**src/rtl/instr_encoder.sv**
```systemverilog
// ----------------------------------------------------------------------------
// instr_encoder
//   Y86-64 instruction encoder. This is the write side of fetch-stage decode.
//   The block accepts one decoded instruction {icode, ifun, rA, rB, valC} on
//   each valid/ready handshake. It then writes the encoded instruction into a
//   byte-wide instruction memory, one byte per clock. The resulting image
//   decodes back bit-exactly in fetch, with valP = PC + len.
//
//   Encoding:
//     byte 0             {icode, ifun}
//     byte 1             {rA, rB}         only for icode 2,3,4,5,6,A,B
//     next 8 bytes       valC, LSB first  only for icode 3,4,5,7,8
//     len = 1, 2, 9 or 10
//
// Ports
//   clk, rst        clock (rising edge); asynchronous active-high reset
//   in_valid/ready  instruction handshake (accepted when both are high at posedge)
//   in_icode/ifun   instruction and function codes
//   in_rA/in_rB     register specifiers
//   in_valC         64-bit constant word
//   load_pc         loads the write pointer from load_addr (IDLE only, wins over in_valid)
//   load_addr       new write pointer
//   wr_en/addr/data registered byte write port
//   done            pulse coincident with the last byte of an instruction
//   err             pulse after an accepted icode >= 4'hC (nothing written)
//   next_pc         write pointer (address of the next instruction byte)
// ----------------------------------------------------------------------------
module instr_encoder #(
    parameter int                ADDR_W    = 64,
    parameter logic [ADDR_W-1:0] BASE_ADDR = '0
) (
    input  logic              clk,
    input  logic              rst,
    input  logic              in_valid,
    output logic              in_ready,
    input  logic [3:0]        in_icode,
    input  logic [3:0]        in_ifun,
    input  logic [3:0]        in_rA,
    input  logic [3:0]        in_rB,
    input  logic [63:0]       in_valC,
    input  logic              load_pc,
    input  logic [ADDR_W-1:0] load_addr,
    output logic              wr_en,
    output logic [ADDR_W-1:0] wr_addr,
    output logic [7:0]        wr_data,
    output logic              done,
    output logic              err,
    output logic [ADDR_W-1:0] next_pc
);

    typedef enum logic {
        IDLE = 1'b0,
        EMIT = 1'b1
    } state_t;

    state_t     state_reg;
    logic [3:0] idx_reg;
    logic [3:0] cnt_reg;
    logic [7:0] buf_reg [10];

    logic [7:0] pack [10];
    logic       need_regids;
    logic       need_valc;
    logic       illegal;
    logic       accept;
    logic [3:0] len;

    // Classify the instruction from its icode.
    always_comb begin
        need_regids = 1'b0;
        need_valc   = 1'b0;
        case (in_icode)
            4'h2, 4'h6, 4'hA, 4'hB: need_regids = 1'b1;
            4'h3, 4'h4, 4'h5: begin
                need_regids = 1'b1;
                need_valc   = 1'b1;
            end
            4'h7, 4'h8: need_valc = 1'b1;
            default: ;
        endcase
    end

    assign illegal  = (in_icode >= 4'hC);
    assign len      = 4'd1 + {3'b000, need_regids} + (need_valc ? 4'd8 : 4'd0);
    // This is combinational so that it drops immediately on reset or load_pc.
    assign in_ready = (state_reg == IDLE) & ~load_pc & ~rst;
    assign accept   = in_valid & in_ready;

    // Place each byte at its final position. When there is no regid byte,
    // valC starts one byte earlier. Positions past len are never emitted.
    generate
        for (genvar gi = 0; gi < 10; gi++) begin : g_pack
            if (gi == 0) begin : g_b0
                assign pack[gi] = {in_icode, in_ifun};
            end else if (gi == 1) begin : g_b1
                assign pack[gi] = need_regids ? {in_rA, in_rB} : in_valC[7:0];
            end else if (gi == 9) begin : g_b9
                assign pack[gi] = in_valC[63:56];
            end else begin : g_bc
                assign pack[gi] = need_regids ? in_valC[8*(gi-2) +: 8]
                                              : in_valC[8*(gi-1) +: 8];
            end

            // The buffer holds the instruction, so in_* may change during EMIT.
            always_ff @(posedge clk) begin
                if (accept && !illegal) begin
                    buf_reg[gi] <= pack[gi];
                end
            end
        end
    endgenerate

    always_ff @(posedge clk or posedge rst) begin
        if (rst) begin
            state_reg <= IDLE;
            next_pc   <= BASE_ADDR;
            wr_en     <= 1'b0;
            wr_addr   <= BASE_ADDR;
            wr_data   <= 8'h00;
            done      <= 1'b0;
            err       <= 1'b0;
            idx_reg   <= 4'd0;
            cnt_reg   <= 4'd0;
        end else begin
            wr_en <= 1'b0;
            done  <= 1'b0;
            err   <= 1'b0;
            case (state_reg)
                IDLE: begin
                    if (load_pc) begin
                        next_pc <= load_addr;
                    end else if (accept) begin
                        if (illegal) begin
                            err <= 1'b1;
                        end else begin
                            idx_reg   <= 4'd0;
                            cnt_reg   <= len;
                            state_reg <= EMIT;
                        end
                    end
                end
                EMIT: begin
                    wr_en   <= 1'b1;
                    wr_addr <= next_pc;
                    wr_data <= buf_reg[idx_reg];
                    // The write pointer wraps naturally at 2^ADDR_W.
                    next_pc <= next_pc + ADDR_W'(1);
                    idx_reg <= idx_reg + 4'd1;
                    if (idx_reg == cnt_reg - 4'd1) begin
                        done      <= 1'b1;
                        state_reg <= IDLE;
                    end
                end
                default: state_reg <= IDLE;
            endcase
        end
    end

endmodule
```
**config.mk**
```make
export PLATFORM = sky130hd
export DESIGN_NAME = instr_encoder
export DESIGN_NICKNAME = d
export VERILOG_FILES = /design/src/rtl/instr_encoder.sv
export SDC_FILE = /design/constraint.sdc
export NUM_CORES = 1
export LEC_CHECK = 0
export ABC_AREA = 1
export BUFFER_PORTS_ARGS = -buffer_cell sky130_fd_sc_hd__buf_2
export CORE_UTILIZATION = 59
export CTS_CLUSTER_SIZE = 25
export DETAILED_ROUTE_END_ITERATION = 12
export GPL_ROUTABILITY_DRIVEN = 1
export PLACE_DENSITY_LB_ADDON = 0.05
export SETUP_SLACK_MARGIN = 0.05
export SLEW_MARGIN = 20
export SYNTH_ARGS = -nofsm -noshare
export SYNTH_HDL_FRONTEND = slang
export SYNTH_SLANG_ARGS = --single-unit
```
**constraint.sdc**
```tcl
create_clock -name clk -period 6.85 [get_ports clk]
set_input_delay 0.3425 -clock clk [delete_from_list [all_inputs] [get_ports clk]]
set_output_delay 0.3425 -clock clk [all_outputs]
set_load 0.01 [all_outputs]
```
==> run metrics, run 1 <==
DRT Pass-1 Iters 7; pre-CTS WS 3905 ps; overall power 6.191 mW; Max Clk Rate 366.5 MHz; flop2flop setup slack 4120 ps; synth unique cells 44; vias per cell 5.471; Clock Tree Buf Depth 3; WHS Endpoint buf_reg[9][7]; Synth Area per Inst 7.558 sq um; CP startpoint kind flop; clk root buf clkbuf_16; Hold WS 8.752 ps; layout net count 2,028; R2R Path Start state_reg; Final Skew 12.33 ps; R2R depth 6; Finished Cell Area 14,700 sq um; Final setup viols 0; die width 145.9 um; post-synthesis sequential element count 227; clk sinks 227; CTS H-tree depth 1; Worst-Skew Late Latency 530 ps; Num CTS Buffers 24; GPL Wtd Cong 0.9400; GRT Util Overall 34.37%; status finished clean; post-synthesis sequential area ratio 49.79%; Peak VDD IR 0.0003218 V; final period utilization 39.83%; antenna violations before repair 3; global-route wire length before repair 57,390 um; Core Util, Final 72.66%; die height 145.9 um; cell area after placement 13,770 sq um; Tmin final 2729 ps; Overflow after GRT 0; Starting Density 60.36%; setup TNS 0 ps; crit path from state_reg; row cnt 52; Finished Layout Cells 2,167; critical setup path kind flop to flop; warnings from Yosys 0; post-route ant nets 0; leakage power 7.224 nW; IO buf count 287; CTS tree done; die area 21,280 sq um; RR Endpoint buf_reg[4][4]; Mapped Area 12,210 sq um; Hold/Removal Path Class input pin to flop; Setup Fix Bufs, Post-CTS 0; Placed Cells 2,113; largest net degree at the start of global routing 126; Routed WL 36,630 um; fin. max-slew vios 0; worst hold stages 1; RSZ-0062 raised after global routing no; post-route DRC violation count 0; most frequent cells in the layout nand2_1, buf_2, nor2_1, o21ai_0, inv_1; commonest non-fill, non-tap cell in the layout nand2_1; routed vias 11,856; max_cap viols 0; Mapped Nets 1,767; CP max FO 53; Slew HR 28.84%; Worst EP required 7040 ps; Detail Placement HPWL 26,030 um; final setup margin 4121 ps; Worst-path clk slew 60 ps; cell count after synthesis 1,616; routed len/inst 16.90 um; fraction of registers with async set/reset 64.76%; Worst Hold Launch in_valC[63]; vias in the first global route 11,031; CP arrival 2920 ps; Area growth, synth to finish 20.39%; Initial DRC Count 860; Fin. Hold Viols 0; I/O pin total 288; crit end category flop; top_reg_cell synth dfrtp_1; max reg flops 80; CORE AREA 20,230 sq um; Cell Pwr Density 421.1 nW/um^2; EDFF count, synth 80; layout cell share with drive strength beyond 1 20.26%; worst slew pin tran 1067 ps
## what timing repair did
item,4_1_cts,5_1_grt
hold endpoints to repair,76,0
hold buffers,8,0
gates resized for setup,0,0
## layer usage
layer | GRT usage [%] | wire, um | vias to the layer above
li1 | - | - | 5746
met3 | 5.235 | 2634 | 104
met2 | 59.14 | 18270 | 507
met4 | 16.21 | 1616 | 2
met5 | 0 | 13 | -
met1 | 42.56 | 14090 | 5497
## kinds of logic after synthesis
group,count (synthesis),share of synthesized area [%]
fa+ha+maj,3,0.3074
mux,4,0.3688
buf+inv,225,7.325
simple gates,886,30.07
compound gates,268,11.93
xor+xnor,3,0.2152
flops,227,49.79
## worst max-delay path by stage
stage	end	slack, ps	depth (start not counted)
after floorplan	cnt_reg[0]	2560	1
after CTS	buf_reg[2][3]	3890	6
after global routing	buf_reg[3][2]	3910	6
after detailed placement	buf_reg[5][5]	3910	6
after global placement	buf_reg[4][5]	3940	6
final	buf_reg[4][4]	4120	6
## worst max-delay path: stages, from the launching register on
cell	delay, ps
dfrtp_4	690
nor2_4	190
inv_1	80
nor2_2	110
nand3_1	170
clkinv_2	650
buf_4	490
## cells in the mapped netlist (2+ instances only)
cell | number | area share [%]
nor2_4 | 13 | 1.2
clkbuf_1 | 32 | 0.98
ha_1 | 3 | 0.31
nand2_1 | 552 | 17
dfrtp_1 | 147 | 30
inv_2 | 3 | 0.092
inv_1 | 150 | 4.6
mux2_2 | 4 | 0.37
nor2_1 | 195 | 6.0
nand4_1 | 22 | 1.1
o21ai_0 | 162 | 6.6
xnor2_1 | 2 | 0.14
nand2_2 | 6 | 0.31
or2_2 | 2 | 0.10
o22ai_1 | 4 | 0.20
nand2_4 | 3 | 0.28
edfxtp_1 | 80 | 20
o211ai_1 | 28 | 1.7
nand3_1 | 68 | 2.8
nor2_2 | 7 | 0.36
nor3_1 | 13 | 0.53
a21oi_1 | 54 | 2.2
o21ai_1 | 9 | 0.37
buf_2 | 37 | 1.5
## area by class of cell
| class | instances | area [sq um] |
|---|---|---|
| clock buffer | 34 | 714.4 |
| antenna | 2 | 5.005 |
| fill | 1646 | 5532 |
| timing repair buffer | 306 | 1603 |
| sequential | 227 | 6086 |
| tap | 270 | 337.8 |
| clock inverter | 10 | 125.1 |
| inverter | 154 | 586.8 |
| multi-input combinational | 1164 | 5245 |
## power breakdown
part	switching [mW]	leakage (nW)	total (mW)	internal [mW]
Clock	0.553	0.421	1.39	0.839
Sequential	0.559	2.53	2.41	1.86
Combinational	1.55	4.27	2.39	0.833
Total	2.66	7.22	6.19	3.53
Power figures use the tool's default switching activity.
==> inputs of run 2 (changes only) <==
- CORE_UTILIZATION: 59 -> 49
- clock period: 6.85 -> 2.35 ns (I/O delays scaled with it)
==> run 2 against run 1 <==
  * Non-clock buffer count rose by 177
  * Routed wire length is 14% higher
  * Critical path type is now input pin to flop
  * Sequential share of layout area down 5.0 points
  * Clock-buffer cell count stayed put
  * Flip-flop and latch count unchanged
  * Global-route usage down 1.7 points
  * Clock skew up 1.0 ps
==> run metrics, run 2 (synthesized netlist as in run 1, its figures left out) <==
worst-path cell chain dlygate4sd3_1 > buf_2 > inv_1 > nor2_1 > nand2_1 > nand2_8 > buf_12 > o21ai_0 > dlygate4sd3_1; I/O pin total 288 (unchanged); status finished clean; overall power 19.15 mW (+210%); max reg flops 80 (unchanged); final period utilization 90.90%; crit end category flop; largest net degree at the start of global routing 75 (-40%); Slew HR 52.34% (+24 points); area of the multi-input gates 5254 sq um (+0.17%); Fin. Hold Viols 0 (unchanged); Final Skew 13.34 ps (+1.005 ps); Peak VDD IR 0.0006529 V (+100%); CTS H-tree depth 1 (unchanged); Core Util, Final 68.47% (-4.2 points); commonest non-fill, non-tap cell in the layout nand2_1; post-route ant nets 0 (unchanged); clk root buf clkbuf_16; critical setup path kind input pin to flop; leakage power 8.072 nW (+12%); fill count 2,029 (+23%); setup TNS 0 ps (unchanged); Num CTS Buffers 26 (+8.3%); row cnt 57 (+9.6%); RSZ-0062 raised after global routing no; Antenna Diode Count 0 (-2); GPL Wtd Cong 0.9250 (-1.6%); Worst EP required 2630 ps (-4410 ps); Starting Density 50.07% (-10 points); vias in the first global route 12,410 (+13%); buffer and inverter count on the worst path 5 (+2); Slowest Stage Delay on Critical Path 600 ps (-90 ps); vias per cell 5.249 (-4.1%); layout net count 2,207 (+8.8%); antenna violations before repair 0 (-3); post-route DRC violation count 0 (unchanged); routed vias 12,598 (+6.3%); Finished Cell Area 16,700 sq um (+14%); Worst-path clk slew 60 ps (about the same); Area growth, synth to finish 36.74%; DRT Pass-1 Iters 5 (-2); Reg area 6085 sq um (about the same); Final setup viols 0 (unchanged); worst slew pin tran 714.9 ps (-352.5 ps); global-route wire length before repair 65,700 um (+14%); critical path's most frequent cell dlygate4sd3_1; Initial DRC Count 1,137 (+32%); Worst path top cell family by delay buffers and inverters; Routed WL 41,600 um (+14%); cell area after placement 14,130 sq um (+2.6%); max_cap viols 0 (unchanged); GRT Util Overall 32.70% (-1.7 points); CP arrival 2420 ps (-500 ps); CORE AREA 24,390 sq um (+21%); CP max FO 63 (+19%); routed len/inst 17.33 um (+2.5%); slowest CP cell dlygate4sd3_1; Overflow after GRT 0 (unchanged); layout cell share with drive strength beyond 1 19.94% (-0.32 points); CTS tree done; Cell Pwr Density 1147 nW/um^2 (+170%); most frequent cells in the layout nand2_1, buf_2, nor2_1, o21ai_0, dlygate4sd3_1; die width 159.9 um (+9.6%); die area 25,560 sq um (+20%); clk sinks 227 (unchanged); Clock Tree Buf Depth 3 (unchanged); Setup Fix Bufs, Post-CTS 0 (unchanged); Worst-Skew Late Latency 540 ps (about the same); Tmin final 2136 ps; Detail Placement HPWL 28,100 um (+7.9%); CP startpoint kind input pin; die height 159.9 um (+9.6%); Hold/Removal Path Class input pin to flop; fin. max-slew vios 0 (unchanged); IO buf count 287 (unchanged); Max Clk Rate 468.1 MHz
run 2: cell count changes in the layout (fill, tap and decap cells not counted), sizes merged:
cell,change
diode,-2
bufinv,+1
clkinvlp,+3
buf,+24
dlygate4sd3,+153
run 2: routing by layer:
layer	track usage, %	up-vias	routed length, um	part of all wire (%)
met1	41.86	5879	16970	41
met4	13.16	0	1720	4.1
li1	-	6121	-	-
met2	56.09	498	20180	49
met3	4.390	100	2726	6.6
met5	0	-	0	0
run 2: worst paths after layout:
check	startpoint	end	slack (ps)	depth (start not counted)
setup / recovery	in_icode[2]	buf_reg[5][4]	210	9
hold / removal	load_addr[18]	next_pc[18]	5	5
setup reg to reg	next_pc[1]	next_pc[58]	320	8
hold reg to reg	wr_addr[7]	wr_addr[7]	470	2
max in group asynchronous	rst	next_pc[9]	1380	4
min in group asynchronous	rst	wr_addr[58]	190	3
run 2: power by group:
part | switching [mW] | leakage, nW | internal, mW
clock network | 1.72 | 0.467 | 2.72
registers | 1.41 | 2.53 | 5.41
logic | 5.01 | 5.07 | 2.89
run 2: final cells by class:
cell class | instances | area share (%)
inverters | 154 | 3.514
clock buffers | 34 | 4.555
flip-flops and latches | 227 | 36.44
clock inverters | 14 | 1.109
repair buffers | 483 | 20.50
multi-input cells | 1164 | 31.46
well taps | 324 | 2.428
run 2: timing repair:
item | 4_1_cts | 5_1_grt
endpoints found under the hold margin | 147 | 0
gates resized for setup | 0 | 1
setup endpoints to repair | 0 | 17
hold buffers | 161 | 0
run 2: tightest hold or removal path: cells and delay by family:
| kind | cells | cell delay (ps) |
|---|---|---|
| compound gates | 2 | 190 |
| simple gates | 2 | 110 |
| buf+inv | 1 | 90 |
run 2: per-stage QoR:
stage	hold WS, ps	cells	setup slack, ps
after floorplan	216.4	1616	234.8
after global placement	201.9	2191	373.4
after detailed placement	207.3	2191	385.1
after CTS	4.297	2400	251.0
after global routing	48.53	2400	89.07
final	4.773	2400	213.8
